[config.mk]
export PLATFORM = sky130hd
export DESIGN_NAME = interp_linear_up_flat
export DESIGN_NICKNAME = d
export VERILOG_FILES = /design/src/rtl/interp_if.sv /design/src/rtl/interp_linear_up.sv /design/src/flat_wrapper.sv
export SDC_FILE = /design/constraint.sdc
export NUM_CORES = 1
export LEC_CHECK = 0
export CORE_MARGIN = 2
export CORE_UTILIZATION = 55
export CTS_BUF_LIST = sky130_fd_sc_hd__clkbuf_2 sky130_fd_sc_hd__clkbuf_4 sky130_fd_sc_hd__clkbuf_8
export CTS_CLUSTER_DIAMETER = 40
export CTS_CLUSTER_SIZE = 30
export DETAILED_ROUTE_END_ITERATION = 10
export PLACE_DENSITY_LB_ADDON = 0.15
export SLEW_MARGIN = 20
export SYNTH_ARGS = -nofsm -noshare
export SYNTH_HDL_FRONTEND = slang
export SYNTH_SLANG_ARGS = --single-unit
[constraint.sdc]
create_clock -name clk -period 2.31 [get_ports clk]
set_input_delay 0.3465 -clock clk [delete_from_list [all_inputs] [get_ports clk]]
set_output_delay 0.3465 -clock clk [all_outputs]
set_load 0.03 [all_outputs]
[src/rtl/interp_if.sv]
// Sample-stream bundle between the baseband source, the linear upsampler and the mixer.
interface interp_if #(
  parameter int DATA_W = 15
) ();
  logic signed [DATA_W-1:0] in_data;
  logic                     in_valid;
  logic                     in_ready;
  logic                     underrun_clr;
  logic signed [DATA_W-1:0] interp_o;
  logic                     out_valid;
  logic                     underrun;

  modport master (
    output in_data, in_valid, underrun_clr,
    input  in_ready, interp_o, out_valid, underrun
  );

  modport slave (
    input  in_data, in_valid, underrun_clr,
    output in_ready, interp_o, out_valid, underrun
  );
endinterface

[src/rtl/interp_linear_up.sv]
// Linear-interpolating upsampler (L = 2^LOG2_L) feeding the mixer's interp_i.
// Define INTERP_ROUND_EN to round half toward +inf instead of flooring.
module interp_linear_up #(
  parameter int DATA_W = 15,
  parameter int LOG2_L = 2
) (
  input  logic    clk,
  input  logic    rst,
  interp_if.slave bus
);
  localparam int ACC_W  = DATA_W + LOG2_L + 1;
  localparam int DIFF_W = DATA_W + 1;
  localparam logic [LOG2_L-1:0] PH_LAST = '1;

  typedef enum logic {PRIME, RUN} state_t;

  state_t                   state, state_d;
  logic signed [DATA_W-1:0] cur, cur_d, nxt, nxt_d;
  logic                     nxt_full, nxt_full_d;
  logic signed [ACC_W-1:0]  acc, acc_d;
  logic signed [DIFF_W-1:0] diff, diff_d;
  logic [LOG2_L-1:0]        phase, phase_d;
  logic signed [DATA_W-1:0] interp_nx, interp_d;
  logic                     out_valid_d, underrun_d, xfer, reload;

  // acc carries LOG2_L fractional bits; the output is its integer part
`ifdef INTERP_ROUND_EN
  localparam logic signed [ACC_W-1:0] HALF = ACC_W'(1) <<< (LOG2_L - 1);
  assign interp_nx = DATA_W'((acc + HALF) >>> LOG2_L);
`else
  assign interp_nx = DATA_W'(acc >>> LOG2_L);
`endif

  assign reload = (state == RUN) && (phase == PH_LAST);

  always_comb begin
    state_d     = state;
    cur_d       = cur;
    nxt_d       = nxt;
    nxt_full_d  = nxt_full;
    acc_d       = acc;
    diff_d      = diff;
    phase_d     = phase;
    interp_d    = bus.interp_o;
    out_valid_d = bus.out_valid;
    underrun_d  = bus.underrun & ~bus.underrun_clr;
    xfer        = bus.in_valid & bus.in_ready;
    case (state)
      PRIME: begin
        if (xfer) begin
          cur_d   = bus.in_data;
          acc_d   = ACC_W'(bus.in_data) <<< LOG2_L;
          diff_d  = '0;
          phase_d = '0;
          state_d = RUN;
        end
      end
      RUN: begin
        interp_d    = interp_nx;
        out_valid_d = 1'b1;
        phase_d     = phase + LOG2_L'(1);
        if (xfer) nxt_d = bus.in_data;
        // a reload frees the buffer; a same-cycle transfer refills it
        nxt_full_d  = (nxt_full && !reload) || xfer;
        if (reload) begin
          acc_d = ACC_W'(cur) <<< LOG2_L;
          if (nxt_full) begin
            diff_d = DIFF_W'(nxt) - DIFF_W'(cur);
            cur_d  = nxt;
          end else begin
            diff_d     = '0;
            underrun_d = 1'b1;
          end
        end else begin
          acc_d = acc + ACC_W'(diff);
        end
      end
      default: state_d = PRIME;
    endcase
  end

  always_ff @(posedge clk) begin
    if (rst) begin
      state         <= PRIME;
      cur           <= '0;
      nxt           <= '0;
      nxt_full      <= 1'b0;
      acc           <= '0;
      diff          <= '0;
      phase         <= '0;
      bus.interp_o  <= '0;
      bus.out_valid <= 1'b0;
      bus.underrun  <= 1'b0;
      bus.in_ready  <= 1'b1;
    end else begin
      state         <= state_d;
      cur           <= cur_d;
      nxt           <= nxt_d;
      nxt_full      <= nxt_full_d;
      acc           <= acc_d;
      diff          <= diff_d;
      phase         <= phase_d;
      bus.interp_o  <= interp_d;
      bus.out_valid <= out_valid_d;
      bus.underrun  <= underrun_d;
      bus.in_ready  <= !nxt_full_d;
    end
  end
endmodule
[src/flat_wrapper.sv]
// flat-port wrapper written by rule: the top's interface ports become plain ports
module interp_linear_up_flat 
#(
  parameter int DATA_W = 15,
  parameter int LOG2_L = 2
)
  (clk, rst, bus_in_data, bus_in_valid, bus_underrun_clr, bus_in_ready, bus_interp_o, bus_out_valid, bus_underrun);
  interp_if #(.DATA_W(DATA_W)) bus_i ();
  input  logic clk;
  input  logic rst;
  input wire logic [$bits(bus_i.in_data)-1:0] bus_in_data;
  input wire logic [$bits(bus_i.in_valid)-1:0] bus_in_valid;
  input wire logic [$bits(bus_i.underrun_clr)-1:0] bus_underrun_clr;
  output wire logic [$bits(bus_i.in_ready)-1:0] bus_in_ready;
  output wire logic [$bits(bus_i.interp_o)-1:0] bus_interp_o;
  output wire logic [$bits(bus_i.out_valid)-1:0] bus_out_valid;
  output wire logic [$bits(bus_i.underrun)-1:0] bus_underrun;
  assign bus_i.in_data = bus_in_data;
  assign bus_i.in_valid = bus_in_valid;
  assign bus_i.underrun_clr = bus_underrun_clr;
  assign bus_in_ready = bus_i.in_ready;
  assign bus_interp_o = bus_i.interp_o;
  assign bus_out_valid = bus_i.out_valid;
  assign bus_underrun = bus_i.underrun;
  interp_linear_up #(.DATA_W(DATA_W), .LOG2_L(LOG2_L)) u_core (.clk(clk), .rst(rst), .bus(bus_i));
endmodule
# Word-level counts from Yosys, hierarchy flattened
# Cells that the tools add are included.
dict set report classes {
  n_eq_ne 4
  add_sub_neg 3
  bitwise_logic 4
  mux 19
  n_reduce_logical 8
}
# op n
set ops {}
lappend ops {{$mux 16} 3}
lappend ops {{$mux 15} 3}
lappend ops {{$mux 18} 2}
lappend ops {{$pmux 18 s2} 1}
lappend ops {{$pmux 16 s2} 1}
lappend ops {{$pmux 15 s2} 1}
lappend ops {{$add 18x16->18} 1}
lappend ops {{$sub 15x15->16} 1}
lappend ops {{$mux 1} 6}
lappend ops {{$ne 2x2->1 const B} 2}
lappend ops {{$pmux 2 s2} 1}
lappend ops {{$reduce_and 2->1} 2}
lappend ops {{$reduce_and 3->1} 1}
lappend ops {{$add 2x1->2 const B} 1}
lappend ops {{$and 1x1->1} 2}
lappend ops {{$eq 2x2->1 const B} 1}
lappend ops {{$logic_and 1x1->1} 2}
lappend ops {{$logic_not 1->1} 2}
lappend ops {{$mux 2} 1}
lappend ops {{$ne 2x1->1 const B} 1}
lappend ops {{$not 1->1} 2}
lappend ops {{$logic_or 1x1->1} 1}
dict set report totals {
  reg_bits 86
  elab_cells 49
}

# Logic depth before layout (Yosys ltp)
# Gate-level depths: netlist of the first run.
dict set report logic_depth {
  ltp_word 7
  ltp_mapped 9
  depth_no_buf 9
}

# Worst setup path after synthesis of the first run
# No wires, ideal clock.
dict set report synth_path {
  path_type {register -> register}
  start {reg u_core.diff[0]}
  end {reg u_core.acc[10]}
  arrival_time_ns 2.021
  required_ns 2.190
  setup_slack_ns 0.169
  stages_incl_launch_ff 10
  period_less_slack_ns 2.141
  setup_ns 0.120
  path_cell_list {dfxtp_1 > ha_1 > inv_1 > fa_1 > nand2b_1 > a21oi_2 > o31a_2 > o21ai_1 > mux2_1 > a211o_1}
}
dict set report synth_between {
  elab_chain_len 3
}
# item line
set synth_lines {}
lappend synth_lines {{start: declaration} interp_linear_up.sv:21} ;# logic signed [DIFF_W-1:0] diff, diff_d;
lappend synth_lines {{start signal: assignment} interp_linear_up.sv:101} ;# diff <= diff_d;
lappend synth_lines {{$add 18x16->18} interp_linear_up.sv:75} ;# acc_d = acc + ACC_W'(diff);
lappend synth_lines {{$mux 18} interp_linear_up.sv:65} ;# if (reload) begin
lappend synth_lines {{$pmux 18 s2} interp_linear_up.sv:48} ;# case (state)
lappend synth_lines {{end signal: assignment} interp_linear_up.sv:88} ;# acc <= '0;
lappend synth_lines {{end signal: assignment} interp_linear_up.sv:100} ;# acc <= acc_d;
lappend synth_lines {{end: declaration} interp_linear_up.sv:20} ;# logic signed [ACC_W-1:0] acc, acc_d;
# No other way between the ends.
# A chain may end at the register's enable or synchronous reset.

# Worst setup path after layout of the first run
dict set report layout_path {
  start {reg u_core.acc[0]}
  end {reg u_core.acc[10]}
}
dict set report layout_between {
  elab_chain_len 3
}
# item line
set layout_lines {}
lappend layout_lines {{$add 18x16->18} interp_linear_up.sv:75}
lappend layout_lines {{$mux 18} interp_linear_up.sv:65}
lappend layout_lines {{$pmux 18 s2} interp_linear_up.sv:48}
# No other way between the ends.

==> out/qor.yml, run 1 <==
sta:
  timing_hold_violations_final: 0
  holdWs_ns: 0.388
  setup-violations-final: 0
  timing.final.max_slew_violations: 0
  slew_headroom_pct: 57.9
  timing.fmax_ghz: 0.446
  timing.final.ws_setup_ns: 0.0658
  totalNegativeSetupSlack_ns: 0
  timing_worst_slew_pin_value_ns: 0.632
  rsz0062_at_grt: "yes"
  period_needed_ns: 2.24
  fin_crit_sh_pct: 97.2
  worst_clock_skew_ns: 0.0144
global_routing:
  initial_antenna_violation_count: 0
  grt_use_total_pct: 26.4
  grt_max_degree: 61
  grt_pass1_wl_microns: 20700
  grt-ovfl-total: 0
  grt_pass1_vias: 4131
yosys:
  postSynth.topFlopCell: "dfxtp_1"
  gate_count_of_the_mapped_netlist: 612
  multiplexer_share_of_the_synthesized_area_pct: 7.75
  synth_compound_gate_area_share_pct: 22.5
  synth_top_family_by_area: "compound AO/OA/AOI/OAI gates"
  async_reset_ff_share_pct: 0
  share_of_the_yosys_chip_area_belonging_to_registers_pct: 34.5
  synth-adder-area-share_pct: 8.92
  synth.cell_area_sq_mm: 0.00494
  post_synth_xor_area_fraction_pct: 3.01
  ys_seq_elements: 85
  synth_enable_flop_cells: 0
  ys.warnings.count: 0
  syn_avg_cell_area_sq_um: 8.07
  synthSimpleGateAreaFrac_pct: 18.4
  synth_cell_type_count: 55
  synth.net_count: 665
power:
  ir_worst_vdd_uv: 355
  p_total_mw: 3.57
  power_density_mw_per_mm2: 629
  p_leak_nw: 2.31
critical_path:
  worst-setup-path-type: "reg2reg"
  reg2regPathDepth: 9
  critPathCaptureType: "register"
  worst_path_largest_cell_delay_ns: 0.39
  arrival_time_of_data_at_the_critical_path_endpoint_ns: 2.50
  regToRegEndpoint: "u_core.acc[10]"
  crit-reg2reg-launch: "u_core.acc[0]"
  ff2ff_setup_slack_ns: 0.07
  crit_path_cell_chain: "ha_2, inv_1, fa_1, nand2b_4, a21oi_4, o31a_2, o21ai_1, mux2_1, a211o_1"
  startpoint_type: "register"
  worstPathMaxFanout: 3
  cp_data_required_time_ns: 2.56
  worst_path_max_delay_cell: "fa_1"
route:
  finalWirelength_microns: 12900
  route.detailed.drc: 0
  drt_first_pass_iters: 4
  post_drt_wl_per_cell_microns: 17.1
  dr_total_vias: 4499
  ant_nets: 0
  avgViaCountPerCell: 5.94
  dr.first_iter.drc_count: 245
clock_network:
  clock_latency_at_the_later_pin_of_the_worst_skew_pair_ns: 0.36
  h-tree-depth: 3
  clockRootBuffer: "clkbuf_8"
  clockBufferDepth: 2
  clk_transition_reported_paths_ns: 0.09
  tritoncts.num_buffers: 9
  cts_tree: "yes"
  cts_sinks: 85
place:
  gp_routability_congestion: 0.933
  dp_slack_ns: 0.0404
  portBuffers: 36
  placed_cell_area_sq_mm: 0.00543
  post-dp-hpwl_microns: 9520
  place.detailed.instances: 740
min_path:
  min_from: "rst"
  hold_depth: 2
  whs_endpoint: "u_core.acc[0]"
  min-delay-path-class: "in2reg"
floorplanning:
  die-area_sq_mm: 0.00975
  top_level_ports: 37
  core_region_area_sq_mm: 0.00872
  starting_density_of_the_core_pct: 56.6
  dieWidth_microns: 98.8
  core.rowCount: 34
  die_height_microns: 98.8
cells_and_area:
  synthToLayoutAreaGrowth_pct: 14.9
  layout.cells.most_common_list: "nor2_1 (83), dfxtp_1 (83), nand2_1 (69)"
  fin_util_pct: 65.1
  drive_above_1_share_pct: 7.55
  design_area_sq_mm: 0.00568
  design.final.nets: 697
  diodes: 0
  instances_no_fill: 757
run:
  max_cap_viol_count: 0
outcome:
  outcome: "complete, no violations"
[synthesized netlist by cell type (2+ instances only)]
cell        n  area, sq um
a32oi_1     2         17.5
o2111ai_1   2         17.5
nor2_1     83          312
or2_1       2         12.5
and2_1      2         12.5
o22ai_1     3         18.8
xor2_1      6         52.6
nand3_1    12         60.1
o21ai_0     8         40.0
o21bai_1    4         30.0
clkbuf_1   15         56.3
xnor2_1    11         96.3
nand4_1     2         12.5
nor3b_1     2         15.0
nor3_1      3         15.0
dfxtp_1    85         1700
buf_2      15         75.1
nand2_1    69          259
a221o_1     2         20.0
nor2b_1     6         37.5
o31ai_1     4         30.0
mux2i_1    36          360
and3_1     12         75.1
a211o_1     2         17.5
buf_1       3         11.3
a32o_1      2         20.0
ha_1       32          400
o211ai_1    3         22.5
a21oi_1    55          275
a31oi_1     8         50.1
inv_1      27          101
a21o_1     10         75.1
nand2b_1    9         56.3
a22oi_1     2         15.0
a211oi_1   35          263
a21boi_1    2         15.0
fa_1        2         40.0
or3_1       3         18.8
o21ai_1    15         75.1
[how the worst max path moves through the flow]
stage | from | endpoint | slack, ns | depth (start not counted)
finish | u_core.acc[0] | u_core.acc[10] | 0.07 | 9
global route | u_core.acc[0] | u_core.acc[10] | -0.003 | 9
CTS | u_core.diff[0] | u_core.acc[10] | 0.03 | 9
detailed placement | u_core.diff[0] | u_core.acc[10] | 0.04 | 9
global placement | u_core.diff[0] | u_core.acc[10] | 0.08 | 9
floorplan | u_core.diff[0] | u_core.acc[10] | 0.17 | 9
[registers in the layout, indices dropped and copies added (netlist names)]
signal and flops:
u_core.bus.in_ready 1, u_core.bus.interp_o 15, u_core.nxt_full 1, u_core.nxt 15
u_core.diff 16, u_core.bus.underrun 1, u_core.phase 2, u_core.bus.out_valid 1
u_core.state 1, u_core.cur 15, u_core.acc 17
[where the power goes]
part | internal (mW) | switching [mW] | total [mW] | leakage (nW)
Sequential | 1.54 | 0.0814 | 1.62 | 0.695
Clock | 0.559 | 0.565 | 1.12 | 0.102
Combinational | 0.349 | 0.473 | 0.822 | 1.51
Total | 2.45 | 1.12 | 3.57 | 2.31
[logic make-up (layout without fill, tap and decap cells)]
group,count (synthesis),after routing
and+or+nand+nor,208,208
AOI/OAI and AO/OA,170,170
DFF,85,85
buffers and inverters,60,97
muxes,38,38
adders and majority gates,34,34
xor gates and xnor gates,17,17
[repair_timing]
item | CTS | global route
gates resized for setup | 0 | 6
hold buffers | 0 | 0
endpoints found under the setup margin | 0 | 5
setup buffers | 0 | 1
[critical path: cells and delay by family (launching register included)]
kind	cells	cell delay (ns)
buffers and inverters	1	0.05
AOI/OAI and AO/OA	4	0.66
and+or+nand+nor	1	0.17
muxes	1	0.31
DFF	1	0.35
adders and majority gates	2	0.59
[metal layers]
metal	up-vias	global-route usage, %	share of wire (%)
met1	2097	39.1	49
met3	14	4.26	6.0
met2	147	40.5	44
li1	2241	-	-
met5	-	0	0
met4	0	6.32	1.2
[area by class of cell]
cell class | instances | area (sq um)
well taps | 108 | 135
clock buffers | 11 | 151
clock inverters | 5 | 58.8
fillers | 753 | 3040
repair buffers | 54 | 503
inverters | 27 | 101
flip-flops and latches | 85 | 1700
multi-input cells | 467 | 3020
No activity file was read; power rests on OpenSTA's default activity.
==> run 2: changes to the inputs <==
--- a/config.mk
+++ b/config.mk
@@ -5,13 +5,14 @@
 export SDC_FILE = /design/constraint.sdc
 export NUM_CORES = 1
 export LEC_CHECK = 0
+export CAP_MARGIN = 30
 export CORE_MARGIN = 2
 export CORE_UTILIZATION = 55
 export CTS_BUF_LIST = sky130_fd_sc_hd__clkbuf_2 sky130_fd_sc_hd__clkbuf_4 sky130_fd_sc_hd__clkbuf_8
 export CTS_CLUSTER_DIAMETER = 40
 export CTS_CLUSTER_SIZE = 30
 export DETAILED_ROUTE_END_ITERATION = 10
-export PLACE_DENSITY_LB_ADDON = 0.15
+export PLACE_DENSITY = 0.79
 export SLEW_MARGIN = 20
 export SYNTH_ARGS = -nofsm -noshare
 export SYNTH_HDL_FRONTEND = slang
==> out/qor.yml, run 2 (same netlist as run 1, synthesis figures left out) <==
floorplanning:
  top_level_ports: 37  # unchanged
  die_height_microns: 98.8  # unchanged
  die-area_sq_mm: 0.00975  # unchanged
  core_region_area_sq_mm: 0.00872  # unchanged
  core.rowCount: 34  # unchanged
  starting_density_of_the_core_pct: 56.6  # unchanged
  dieWidth_microns: 98.8  # unchanged
sta:
  timing.final.max_slew_violations: 0  # unchanged
  timing_worst_slew_pin_value_ns: 0.568  # was 0.632 ns
  slew_headroom_pct: 62.1  # was 57.9%
  setup-violations-final: 0  # unchanged
  worst_clock_skew_ns: 0.0186  # was 0.0144 ns
  period_needed_ns: 2.23  # was 2.24 ns
  timing.fmax_ghz: 0.449  # was 0.446 GHz
  rsz0062_at_grt: "no"  # was yes
  fin_crit_sh_pct: 96.4  # was 97.2%
  timing_hold_violations_final: 0  # unchanged
  holdWs_ns: 0.236  # was 0.388 ns
  timing.final.ws_setup_ns: 0.0826  # was 0.0658 ns
power:
  power_density_mw_per_mm2: 637  # was 629 mW/mm^2
  ir_worst_vdd_uv: 463  # was 355 uV
  combPwrFrac_pct: 23.4  # was 23.0%
  internal_power_mw: 2.54  # was 2.45 mW
  power.share.sequential_pct: 44.2  # was 45.5%
  p_leak_nw: 2.33  # was 2.31 nW
  net-switching-power_mw: 1.11  # was 1.12 mW
  switching_share_of_total_power_pct: 30.4  # was 31.4%
  clock_share_of_power_pct: 32.4  # was 31.5%
critical_path:
  arrival_time_of_data_at_the_critical_path_endpoint_ns: 2.47  # was 2.50 ns
  worstPathMaxFanout: 3  # unchanged
  worst-setup-path-type: "reg2reg"  # unchanged
  startpoint_type: "register"  # unchanged
  critPathCaptureType: "register"  # unchanged
  cp_data_required_time_ns: 2.56  # about the same
  reg2regPathDepth: 9  # unchanged
clock_network:
  clk_transition_reported_paths_ns: 0.10  # was 0.09 ns
  tritoncts.num_buffers: 9  # unchanged
  clockBufferDepth: 2  # unchanged
  cts.hold.buffers_added: 0  # unchanged
  cts_tree: "yes"  # unchanged
  clockRootBuffer: "clkbuf_8"  # unchanged
  h-tree-depth: 3  # unchanged
  cts_sinks: 85  # unchanged
  clock_latency_at_the_later_pin_of_the_worst_skew_pair_ns: 0.37  # was 0.36 ns
global_routing:
  grt_use_total_pct: 26.6  # was 26.4%
  grt_pass1_vias: 4149  # was 4131
  grt-ovfl-total: 0  # unchanged
  initial_antenna_violation_count: 0  # unchanged
  grt_max_degree: 40  # was 61
  grt_pass1_wl_microns: 20900  # was 20700 microns
cells_and_area:
  diodes: 0  # unchanged
  instances_no_fill: 759  # was 757
  fin_util_pct: 65.6  # was 65.1%
  num-fill-cells: 757  # was 753
  largest_register_ff_count: 17  # unchanged
  design.final.nets: 700  # was 697
  synthToLayoutAreaGrowth_pct: 15.8  # was 14.9%
  drive_above_1_share_pct: 8.60  # was 7.55%
  layout.cells.most_common_list: "nor2_1 (83), dfxtp_1 (82), nand2_1 (69)"  # was nor2_1 (83), dfxtp_1 (83), nand2_1 (69)
  largest-register: "u_core.acc"  # unchanged
  layout_commonest_cell: "nor2_1"
  design_area_sq_mm: 0.00572  # was 0.00568 sq mm
  largest_registers: "u_core.acc: 17 flops, u_core.diff: 16 flops"  # unchanged
route:
  post_drt_wl_per_cell_microns: 16.9  # was 17.1 microns
  drt_first_pass_iters: 5  # was 4
  avgViaCountPerCell: 6.00  # was 5.94
  route.detailed.drc: 0  # unchanged
  dr_total_vias: 4552  # was 4499
  dr.first_iter.drc_count: 372  # was 245
  ant_nets: 0  # unchanged
  finalWirelength_microns: 12800  # was 12900 microns
place:
  gp_routability_congestion: 0.913  # was 0.933
  placed_cell_area_sq_mm: 0.00545  # was 0.00543 sq mm
  post-dp-hpwl_microns: 9370  # was 9520 microns
  portBuffers: 36  # unchanged
  dp_slack_ns: -0.00607  # was 0.0404 ns
  place.detailed.instances: 742  # was 740
run:
  max_cap_viol_count: 0  # unchanged
min_path:
  hold_depth: 2  # unchanged
  min-delay-path-class: "in2reg"  # unchanged
outcome:
  outcome: "complete, no violations"  # unchanged
==> run 2: layout make-up <==
class,instances,area [sq um],area share [%]
Tap cell,108,135,2.36
Multi-Input combinational cell,467,3040,53.1
Clock inverter,4,73.8,1.29
Sequential cell,85,1710,29.8
Timing Repair Buffer,57,526,9.19
Clock buffer,11,139,2.43
Inverter,27,101,1.77
==> run 2: routing by layer <==
layer | track usage [%] | wire length, microns | vias up | part of all wire [%]
met2 | 40.9 | 5720 | 183 | 45
met5 | 0 | 0 | - | 0
met3 | 3.76 | 863 | 18 | 6.7
met4 | 7.59 | 212 | 0 | 1.7
met1 | 38.9 | 6040 | 2111 | 47
li1 | - | - | 2240 | -
==> run 2: path summary, 6_finish.rpt <==
path | from | endpoint | slack, ns
setup / recovery | u_core.diff[0] | u_core.acc[10] | 0.08
hold / removal | rst | u_core.diff[15] | 0.24
setup reg to reg | u_core.diff[0] | u_core.acc[10] | 0.08
hold reg to reg | u_core.diff[7] | u_core.diff[7] | 0.47
==> run 2: power by group through the flow <==
| stage | sequential (mW) | combinational, mW | clock, mW |
|---|---|---|---|
| detailed placement | 1.64 | 0.815 | 0 |
| floorplan | 1.64 | 0.577 | 0 |
| CTS | 1.61 | 0.825 | 1.18 |
| finish | 1.61 | 0.854 | 1.18 |
| global placement | 1.64 | 0.796 | 0 |
| global route | 1.62 | 0.935 | 1.24 |
==> run 2: what timing repair did <==
action | 4_1_cts | 5_1_grt
resized for setup | 4 | 6
pin swaps | 1 | 7
endpoints found under the setup margin | 1 | 4
setup buffers | 1 | 1
hold endpoints to repair | 0 | 0
==> run 2: worst max-delay path, stage by stage, from the launching register on <==
cell,delay [ns]
dfxtp_2,0.34
ha_2,0.19
inv_1,0.07
fa_2,0.21
nand2b_4,0.14
a21oi_2,0.06
o31a_2,0.32
o21ai_2,0.20
mux2_4,0.31
a211o_1,0.27
==> run 2: metrics by stage <==
step	setup TNS (ns)	power (mW)
after global placement	0	2.43
after floorplan	0	2.22
final	0	3.64
after CTS	0	3.62
after detailed placement	-0.00607	2.46
after global routing	0	3.80
